**config.mk**
```make
export PLATFORM = sky130hd
export DESIGN_NAME = mem_arbiter
export DESIGN_NICKNAME = d
export VERILOG_FILES = /design/src/rtl/mem_arbiter.sv
export SDC_FILE = /design/constraint.sdc
export NUM_CORES = 1
export LEC_CHECK = 0
export ABC_AREA = 1
export BUFFER_PORTS_ARGS = -buffer_cell sky130_fd_sc_hd__buf_2
export CAP_MARGIN = 20
export CORE_ASPECT_RATIO = 0.9
export CORE_MARGIN = 2
export CORE_UTILIZATION = 25
export DETAILED_ROUTE_END_ITERATION = 7
export GPL_TIMING_DRIVEN = 0
export SLEW_MARGIN = 0
export SYNTH_ARGS = -nofsm -noshare
export SYNTH_HDL_FRONTEND = slang
export SYNTH_SLANG_ARGS = --single-unit
export TNS_END_PERCENT = 1
```
**constraint.sdc**
```tcl
create_clock -name clk -period 2 [get_ports clk]
set_input_delay 0.4 -clock clk [delete_from_list [all_inputs] [get_ports clk]]
set_output_delay 0.4 -clock clk [all_outputs]
set_load 0.02 [all_outputs]
```
**src/rtl/mem_arbiter.sv**
```systemverilog
// mem_arbiter: shares one mem_system between the fetch (read-only) and the
// memory (read/write) pipeline stages. Round-robin on contention, one
// latched request per transaction, createdump on halt while idle.
// Optional watchdog: define MEM_ARB_TIMEOUT_EN to abort stuck transactions
// after TIMEOUT busy cycles and raise a sticky err.
// Handshake: a requester holds xRd/xWr high; the arbiter answers with a
// one-cycle xDone carrying read data, and xStall is high until that cycle.
module mem_arbiter #(
  parameter int AW      = 16,
  parameter int DW      = 16,
  parameter int TIMEOUT = 64
) (
  input  logic          clk,
  input  logic          rst,
  input  logic          iRd,
  input  logic [AW-1:0] iAddr,
  output logic [DW-1:0] iData,
  output logic          iDone,
  output logic          iStall,
  input  logic          dRd,
  input  logic          dWr,
  input  logic [AW-1:0] dAddr,
  input  logic [DW-1:0] dWriteData,
  output logic [DW-1:0] dReadData,
  output logic          dDone,
  output logic          dStall,
  input  logic          halt,
  output logic [AW-1:0] mAddr,
  output logic [DW-1:0] mDataIn,
  output logic          mRd,
  output logic          mWr,
  input  logic [DW-1:0] mDataOut,
  input  logic          mDone,
  output logic          createdump,
  output logic          err,
  output logic [1:0]    dbg_state
);

  typedef enum logic [1:0] {IDLE = 2'd0, BUSY_I = 2'd1, BUSY_D = 2'd2} state_t;

  state_t        state, state_nx;
  logic          last_d, last_d_nx;  // 1: the most recent grant went to the data port
  logic [AW-1:0] addr_q;
  logic [DW-1:0] wdata_q;
  logic          wr_q;
  logic          grant_i, grant_d;
  logic          busy;
  logic          timeout_hit;
  logic          d_req;

  assign d_req     = dRd | dWr;
  assign busy      = (state != IDLE);
  assign dbg_state = state;

  // Next-state and grant selection; contention goes to the port not served last.
  always_comb begin
    state_nx  = state;
    last_d_nx = last_d;
    grant_i   = 1'b0;
    grant_d   = 1'b0;
    unique case (state)
      IDLE: begin
        if (!halt) begin
          if (iRd && d_req) begin
            grant_i = last_d;
            grant_d = ~last_d;
          end else begin
            grant_i = iRd;
            grant_d = d_req;
          end
          if (grant_i) begin
            state_nx  = BUSY_I;
            last_d_nx = 1'b0;
          end else if (grant_d) begin
            state_nx  = BUSY_D;
            last_d_nx = 1'b1;
          end
        end
      end
      BUSY_I, BUSY_D: begin
        if (mDone || timeout_hit) state_nx = IDLE;
      end
      default: state_nx = IDLE;
    endcase
  end

  // State, round-robin pointer and the latched request.
  always_ff @(posedge clk or negedge rst) begin
    if (!rst) begin
      state   <= IDLE;
      last_d  <= 1'b1;
      addr_q  <= '0;
      wdata_q <= '0;
      wr_q    <= 1'b0;
    end else begin
      state  <= state_nx;
      last_d <= last_d_nx;
      if (grant_i) begin
        addr_q  <= iAddr;
        wdata_q <= '0;
        wr_q    <= 1'b0;
      end else if (grant_d) begin
        addr_q  <= dAddr;
        wdata_q <= dWriteData;
        wr_q    <= dWr;
      end
    end
  end

  // mem_system drive and requester responses; command drops in the done cycle.
  always_comb begin
    mAddr      = '0;
    mDataIn    = '0;
    mRd        = 1'b0;
    mWr        = 1'b0;
    iData      = '0;
    iDone      = 1'b0;
    dReadData  = '0;
    dDone      = 1'b0;
    unique case (state)
      BUSY_I: begin
        mAddr = addr_q;
        mRd   = ~mDone & ~timeout_hit;
        if (mDone) begin
          iDone = 1'b1;
          iData = mDataOut;
        end
      end
      BUSY_D: begin
        mAddr   = addr_q;
        mDataIn = wdata_q;
        mRd     = ~wr_q & ~mDone & ~timeout_hit;
        mWr     = wr_q & ~mDone & ~timeout_hit;
        if (mDone) begin
          dDone     = 1'b1;
          dReadData = mDataOut;
        end
      end
      default: ;
    endcase
  end

  // Stalls and createdump depend directly on inputs, so force them low in reset.
  assign iStall     = rst & iRd & ~iDone;
  assign dStall     = rst & d_req & ~dDone;
  assign createdump = rst & halt & (state == IDLE);

`ifdef MEM_ARB_TIMEOUT_EN
  localparam int CW = $clog2(TIMEOUT + 1);

  logic [CW-1:0] tcnt;
  logic          err_q;

  // The last allowed busy cycle without mDone aborts the transaction.
  assign timeout_hit = busy & ~mDone & (tcnt == CW'(TIMEOUT - 1));
  assign err         = rst & (err_q | timeout_hit);

  // Busy-cycle counter, cleared on every grant; err stays set until reset.
  always_ff @(posedge clk or negedge rst) begin
    if (!rst) begin
      tcnt  <= '0;
      err_q <= 1'b0;
    end else begin
      if (grant_i || grant_d) tcnt <= '0;
      else if (busy && !mDone) tcnt <= tcnt + 1'b1;
      if (timeout_hit) err_q <= 1'b1;
    end
  end
`else
  assign timeout_hit = 1'b0;
  assign err         = 1'b0;
`endif

endmodule

```
; Word-level counts from Yosys, hierarchy flattened
; Cells that the tools add are included.
[word_totals]
ff_bits = 36
out_inout_bits = 74
wordCells = 65
[op_classes]
eq_ne = 5
muxes = 33
n_bitwise = 15
n_reduce_logical = 7
[ops]
columns = op, n
row1 = $mux 16, 9
row2 = $mux 1, 18
row3 = $and 1x1->1, 8
row4 = $mux 2, 4
row5 = $not 1->1, 6
row6 = $reduce_and 3->1, 2
row7 = $pmux 2 s2, 1
row8 = $reduce_bool 2->1, 2
row9 = $ne 3x3->1 const B, 1
row10 = $eq 2x1->1 const B, 1
row11 = $eq 2x2->1 const B, 1
row12 = $logic_not 2->1, 1
row13 = $ne 2x1->1 const B, 1
row14 = $ne 2x2->1 const B, 1
row15 = $pmux 1 s2, 1
row16 = $reduce_or 2->1, 1
row17 = $logic_and 1x1->1, 1
row18 = $or 1x1->1, 1

; Logic depth before layout (Yosys ltp)
; Gate-level depths: netlist (run 1).
[depth]
word_depth = 9
ltp_mapped = 9

; Worst setup path after synthesis (run 1)
; No wires, ideal clock.
[synth_timing]
kind = register -> output
from = register state[0], in the netlist dbg_state[0]
to = output port dStall
arrival_ps = 1710
required_time_ps = 1600
slack_ps = -110
stages_incl_launch_ff = 7
n_path_buf = 1
cell_sequence = dfrtp_1 > inv_1 > ha_1 > buf_2 > nand2_1 > inv_1 > nor3_1
[synth_via]
elab_chain_cells = 4
[synth_rtl]
columns = item, line_no
row1 = "start, declared", 41  ; state_t state, state_nx;
row2 = "start signal, assigned", 96  ; state <= state_nx;
row3 = $eq 2x2->1, 120  ; unique case (state)
row4 = $mux 1, 120
row5 = named net dDone, 25  ; output logic dDone,
row6 = $not 1->1, 145  ; assign dStall = rst & d_req & ~dDone;
row7 = $and 1x1->1, 145
row8 = "end, declared", 26  ; output logic dStall,
; The timed path passes the listed nets, and every way through them passes these cells.

; Final worst setup path (run 1)
[layout_timing]
from = register state[1], in the netlist dbg_state[1]
to = output port iData[6]
[layout_via]
elab_chain_cells = 2
[layout_rtl]
columns = item, line_no
row1 = $eq 2x1->1, 120
row2 = $mux 16, 120
row3 = "end, declared", 17  ; output logic [DW-1:0] iData,
; No other way between the ends.

==> impl_results.md, run 1 <==
* Internal at 2.45 mW
* Dpl cell area at 3230 µm²
* Clock latency on the worst-skew pair at 0.29 ns
* Reg2reg start: dbg_state[0]
* Clock skew at 0.00257 ns
* Port Buffers at 143
* Netlist Area Pre-Place at 2360 µm²
* DR DRC count at 0
* I/O Pins at 145
* Die width at 106 µm
* Final cell count without fillers at 653
* Cell count after synthesis at 373
* Cell variety after synth at 23
* WP depth at 6
* Combinational fraction of design power at 0.554
* Post-DP HPWL at 5920 µm
* Multi-input combinational cell area at 1080 µm²
* Routed length per instance at 12.1 µm
* Layout cell share with drive strength beyond 1 at 0.380
* Critical Path Start: dbg_state[1]
* Clk sinks at 36
* Top Family by Delay on Critical Path: buffers and inverters
* Final Wtd Congestion at 0.755
* Vias/cell at 4.28
* Storage element area at 902 µm²
* Root buf cell: clkbuf_8
* Worst R2R Path Depth at 6
* CP Max Fanout at 10
* Cell taking the most area after synthesis: dfrtp_1
* Clock share of power at 0.160
* Routed WL at 7910 µm
* Initial antenna violation count at 0
* Die area at 10200 µm²
* Synth Net Count at 447
* Post-synth EDFFs at 0
* Nets@finish at 604
* CTS tree: done
* P_leak at 2.45 nW
* CP dominant cell by count: buf_4
* Final Critical Period at 1.97 ns
* Rows at 33
* Yosys warns at 0
* Remaining global-route overflow at 0
* Post-route antenna net violation count at 0
* Die H at 96.2 µm
* Commonest cells in the netlist: 118 x nand2_1, 90 x inv_1, 36 x nor2_1, 35 x dfrtp_1, 34 x nand3_1
* Post-synthesis async set-or-reset flop share at 1.00
* Vias in the first global route at 2569
* Slew margin rel. at 0.638
* Number of fill cells at 991
* Peak supply drop at 0.369 mV
* First-pass GRT wire length at 12100 µm
* Max stage delay on crit path at 0.41 ns
* Count leader, synth: nand2_1
* H-Tree Depth at 2
* Crit share post-route at 0.986
* Slew @ Worst Pin at 0.543 ns
* Largest net degree at the start of global routing at 38
* Crit path required time at 1.60 ns
* Crit path cell chain: inv_2, ha_2, nand2_4, buf_4, nor2_1, buf_4
* Synth top area share at 0.371
* Placed cells at 638
* Max Clk Rate at 507 MHz
* Top cells by area, synth: dfrtp_1 37%, nand2_1 19%, inv_1 14%
* 1st-pass router iterations at 4
* Final number of max-transition violations at 0
* Crit-path slowest cell: dfrtp_1
* Reg power frac at 0.286
* Status: finished clean
* Worst hold slack at 0.0673 ns
* Sequential fraction of the synthesis area at 0.382
* Core Area at 9170 µm²
* Switching power total at 1.95 mW
* TNS Setup at 0 ns
* Synth Area per Inst at 6.33 µm²
* Hold_buf cts at 0
* Hold Fails Final Rpt at 0
* Total Power at 4.40 mW
* Syn-to-layout area delta at 53.3%
* Sw frac at 0.443
* Number of diodes at 0
* Initial DRC count at 72
* Cell area after layout at 3620 µm²
* Vias at 2794
* Setup violators final at 0
* Top FF cell, synth: dfrtp_1
* Maximum capacitance violations at 0
* Critical Path Sink Type: output pin
* Clock tree buffer depth at 2
* Total CTS buffers at 5
* Worst Path Arrival at 1.57 ns
* GRT Total Usage at 0.152
* WP buf/inv at 3
* Initial core utilization at 0.258
* Pwr Density at 1220 nW/µm²
* Startpoint types: flop
* Worst-path clk slew at 0.07 ns
* Worst Hold Class: in2async
* RSZ-0062 raised after global routing: yes
* Critical path type: reg2out
* FF+latch count, synth at 36
==> logic make-up after synthesis <==
group	after synthesis	share of synthesized area
buf+inv	113	0.199
other cells	1	0.00159
simple gates	211	0.380
compound gates	9	0.0207
flops	36	0.382
fa+ha+maj	3	0.0159
==> power groups by stage <==
stage | registers (mW) | clock network (mW) | logic, mW
2_1_floorplan | 1.24 | 0 | 1.40
3_3_place_gp | 1.26 | 0 | 2.08
3_5_place_dp | 1.27 | 0 | 2.11
4_1_cts | 1.26 | 0.736 | 2.32
5_1_grt | 1.30 | 0.759 | 2.72
6_report | 1.26 | 0.705 | 2.44
==> registers in the layout (all words and copies together) (netlist names) <==
signal     flops
addr_q        16
dbg_state      2
last_d         1
wdata_q       16
wr_q           1
==> final cells by class <==
cell class                      instances  share of cell area
Buffer                                 18              0.0404
Clock buffer                            7              0.0266
Tap cell                              122              0.0422
Sequential cell                        36               0.249
Timing Repair Buffer                  152               0.238
Multi-Input combinational cell        224               0.298
Inverter                               93              0.0971
Clock inverter                          1             0.00830
==> layout by cell type, fill, tap and decap left out <==
| master | instances |
|---|---|
| buf_4 | 28 |
| a21oi_2 | 2 |
| nand2_2 | 1 |
| clkbuf_8 | 8 |
| ha_2 | 1 |
| a21oi_1 | 1 |
| nand2_1 | 116 |
| bufinv_16 | 1 |
| clkbuf_16 | 1 |
| nand4_1 | 17 |
| nor3_1 | 1 |
| nor2_2 | 4 |
| inv_1 | 87 |
| inv_4 | 1 |
| nand2_8 | 1 |
| buf_6 | 8 |
| buf_8 | 1 |
| o21ai_1 | 1 |
| buf_2 | 130 |
| ha_4 | 2 |
| conb_1 | 1 |
| o21ai_0 | 5 |
| nor3_2 | 2 |
| nor2_1 | 30 |
| nor2_4 | 4 |
| dfrtp_1 | 35 |
| buf_1 | 1 |
| nand2_4 | 1 |
| dfstp_2 | 1 |
| inv_2 | 5 |
| nand3_1 | 34 |
==> stage by stage <==
| step | setup slack (ns) | util |
|---|---|---|
| 6_report | 0.0274 | 0.395 |
| 5_1_grt | -0.0613 | 0.395 |
| 4_1_cts | -0.0179 | 0.380 |
| 3_5_place_dp | -0.171 | 0.353 |
| 3_3_place_gp | -0.110 | 0.353 |
| 2_1_floorplan | 0.0496 | - |
==> routing by layer <==
| layer | GRT usage | routed length (µm) | vias up |
|---|---|---|---|
| met5 | 0 | 0 | - |
| li1 | - | - | 1406 |
| met4 | 0.0357 | 81 | 0 |
| met2 | 0.275 | 3790 | 116 |
| met3 | 0.0278 | 622 | 8 |
| met1 | 0.188 | 3420 | 1264 |
==> final timing paths <==
path	to	slack (ns)
max in group asynchronous	last_d	1.57
worst max register to register	wr_q	0.28
worst min-delay path	addr_q[11]	0.07
worst min register to register	addr_q[15]	0.48
worst max-delay path	iData[6]	0.03
min in group clk	wdata_q[1]	0.34
==> what timing repair did <==
item                       in CTS  in global routing
buffers inserted                5                  3
setup endpoints to repair      51                 50
pin swaps                       2                  4
gates cloned                    0                  1
resized for setup              31                 34
Note: power is estimated with default switching activity, not from simulation.
==> run 2: changes to the inputs <==
- CORE_UTILIZATION: 25 -> 43
- PLACE_DENSITY: unset -> 0.8
==> run 2 against run 1 <==
  * The run now ends with negative setup slack left
  * Register-to-register slack improved by 0.15 ns
  * Routed wire length fell by 1.3%
  * Sequential share of layout area rose by 0.71 points
  * Critical path depth rose by 1
  * Via count rose by 3.5%
  * Core utilization rose by 27 points
  * Clock skew rose by 0.0034 ns
  * Total power fell by 0.78%
  * Largest power group unchanged
==> impl_results.md, run 2 (same netlist as run 1, synthesis figures left out) <==
* Status: finished, violations left (was finished clean)
* Violated checks: negative setup slack
* Total Power at 4.37 mW (was 4.40 mW)
* Peak supply drop at 0.541 mV (was 0.369 mV)
* Vias/cell at 4.82 (was 4.28)
* Setup violators final at 5 (was 0)
* Reg2reg start: dbg_state[1] (was dbg_state[0])
* Number of fill cells at 469 (was 991)
* I/O Pins at 145 (unchanged)
* Critical Path Start: dbg_state[0] (was dbg_state[1])
* 1st-pass router iterations at 5 (was 4)
* Port Buffers at 143 (unchanged)
* Routed WL at 7810 µm (was 7910 µm)
* Rows at 25 (was 33)
* Worst R2R Path Depth at 7 (was 6)
* Post-route antenna net violation count at 0 (unchanged)
* Hold Fails Final Rpt at 0 (unchanged)
* Post-DP HPWL at 5750 µm (was 5920 µm)
* Clk sinks at 36 (unchanged)
* Layout cell share with drive strength beyond 1 at 0.379 (was 0.380)
* Final Wtd Congestion at 0.899 (was 0.755)
* Root buf cell: clkbuf_8 (unchanged)
* Crit share post-route at 1.01 (was 0.986)
* Clock tree buffer depth at 2 (unchanged)
* DR DRC count at 0 (unchanged)
* Storage element area at 902 µm² (unchanged)
* Core Area at 5290 µm² (was 9170 µm²)
* Final number of max-transition violations at 0 (unchanged)
* Slew margin rel. at 0.655 (was 0.638)
* Multi-input combinational cell area at 1040 µm² (was 1080 µm²)
* Die H at 74.3 µm (was 96.2 µm)
* Maximum capacitance violations at 0 (unchanged)
* Initial core utilization at 0.447 (was 0.258)
* GRT Total Usage at 0.243 (was 0.152)
* Setup WS post-layout at -0.0265 ns (was 0.0274 ns)
* Final Critical Period at 2.03 ns (was 1.97 ns)
* Remaining global-route overflow at 0 (unchanged)
* Worst Hold Class: in2async (unchanged)
* RSZ-0062 raised after global routing: yes (unchanged)
* CTS tree: done (unchanged)
* Worst-path clk slew at 0.08 ns (was 0.07 ns)
* Syn-to-layout area delta at 49.1% (was 53.3%)
* Initial DRC count at 241 (was 72)
* P_leak at 2.44 nW (was 2.45 nW)
* CP Max Fanout at 10 (unchanged)
* Die width at 82.1 µm (was 106 µm)
* Critical Path Sink Type: output pin (unchanged)
* Clock latency on the worst-skew pair at 0.29 ns (about the same)
* H-Tree Depth at 2 (unchanged)
* Startpoint types: flop (unchanged)
* Nets@finish at 606 (was 604)
* Number of diodes at 0 (unchanged)
* Largest net degree at the start of global routing at 38 (unchanged)
* Final Core Density at 0.666 (was 0.395)
* Max Clk Rate at 493 MHz (was 507 MHz)
* Worst Path Arrival at 1.63 ns (was 1.57 ns)
* Vias in the first global route at 2572 (was 2569)
* Initial antenna violation count at 0 (unchanged)
* Most frequent cells in the layout: 120 x buf_2, 115 x nand2_1, 85 x inv_1 (was 130 x buf_2, 116 x nand2_1, 87 x inv_1)
* Slew @ Worst Pin at 0.517 ns (was 0.543 ns)
* Commonest non-fill, non-tap cell in the layout: buf_2 (unchanged)
* Worst hold slack at 0.0662 ns (was 0.0673 ns)
* First-pass GRT wire length at 11300 µm (was 12100 µm)
* Routed length per instance at 13.0 µm (was 12.1 µm)
* Crit path required time at 1.60 ns (about the same)
* Total CTS buffers at 5 (unchanged)
* Pwr Density at 1240 nW/µm² (was 1220 nW/µm²)
* Vias at 2893 (was 2794)
* Clock skew at 0.00595 ns (was 0.00257 ns)
* Critical path type: reg2out (unchanged)
* Die area at 6100 µm² (was 10200 µm²)
-- run 2: per-stage QoR --
step	TNS, ns	cells	worst slack, ns	cell area (µm²)
finish	-0.103	600	-0.0265	3520
detailed placement	-0.815	583	-0.112	3170
floorplan	0	373	0.0496	2370
global route	-1.13	600	-0.123	3520
CTS	-0.0801	592	-0.0533	3350
global placement	-0.415	583	-0.0785	3170
-- run 2: path summary, 6_finish.rpt --
kind,slack [ns],endpoint
worst max-delay path,-0.03,dReadData[8]
worst min-delay path,0.07,wdata_q[12]
worst max register to register,0.43,dbg_state[1]
worst min register to register,0.48,addr_q[13]
max in group asynchronous,1.58,last_d
min in group clk,0.33,wdata_q[15]
-- run 2: repair_timing --
item	CTS	global route
setup endpoints to repair	51	43
cloned	0	0
buffers inserted	1	8
resized for setup	27	40
pin swaps	1	3
hold buffers	0	0
-- run 2: final cells by class --
class | count | area share
sequential | 36 | 0.256
multi-input combinational | 224 | 0.296
clock buffer | 6 | 0.0206
buffer | 20 | 0.0448
clock inverter | 2 | 0.00995
inverter | 93 | 0.0999
tap | 67 | 0.0238
timing repair buffer | 152 | 0.248
-- run 2: per-layer routing --
metal / up-vias / global-route usage / wire (µm)
li1: 1415 / - / -
met1: 1338 / 0.283 / 3060
met2: 127 / 0.456 / 4100
met3: 13 / 0.0413 / 523
met4: 0 / 0.0722 / 128
met5: - / 0 / 0
-- run 2: where the power goes --
group	total (mW)	internal, mW	switching (mW)
Combinational	2.46	0.967	1.49
Clock	0.635	0.370	0.265
Sequential	1.27	1.08	0.193
Total	4.37	2.41	1.95
-- run 2: critical path: stages, from the launching register on --
cell and delay [ns]:
dfrtp_1 0.42, inv_2 0.09, ha_1 0.16, buf_6 0.13, nand2_4 0.09, buf_6 0.16, nor2_1 0.12, buf_4 0.16
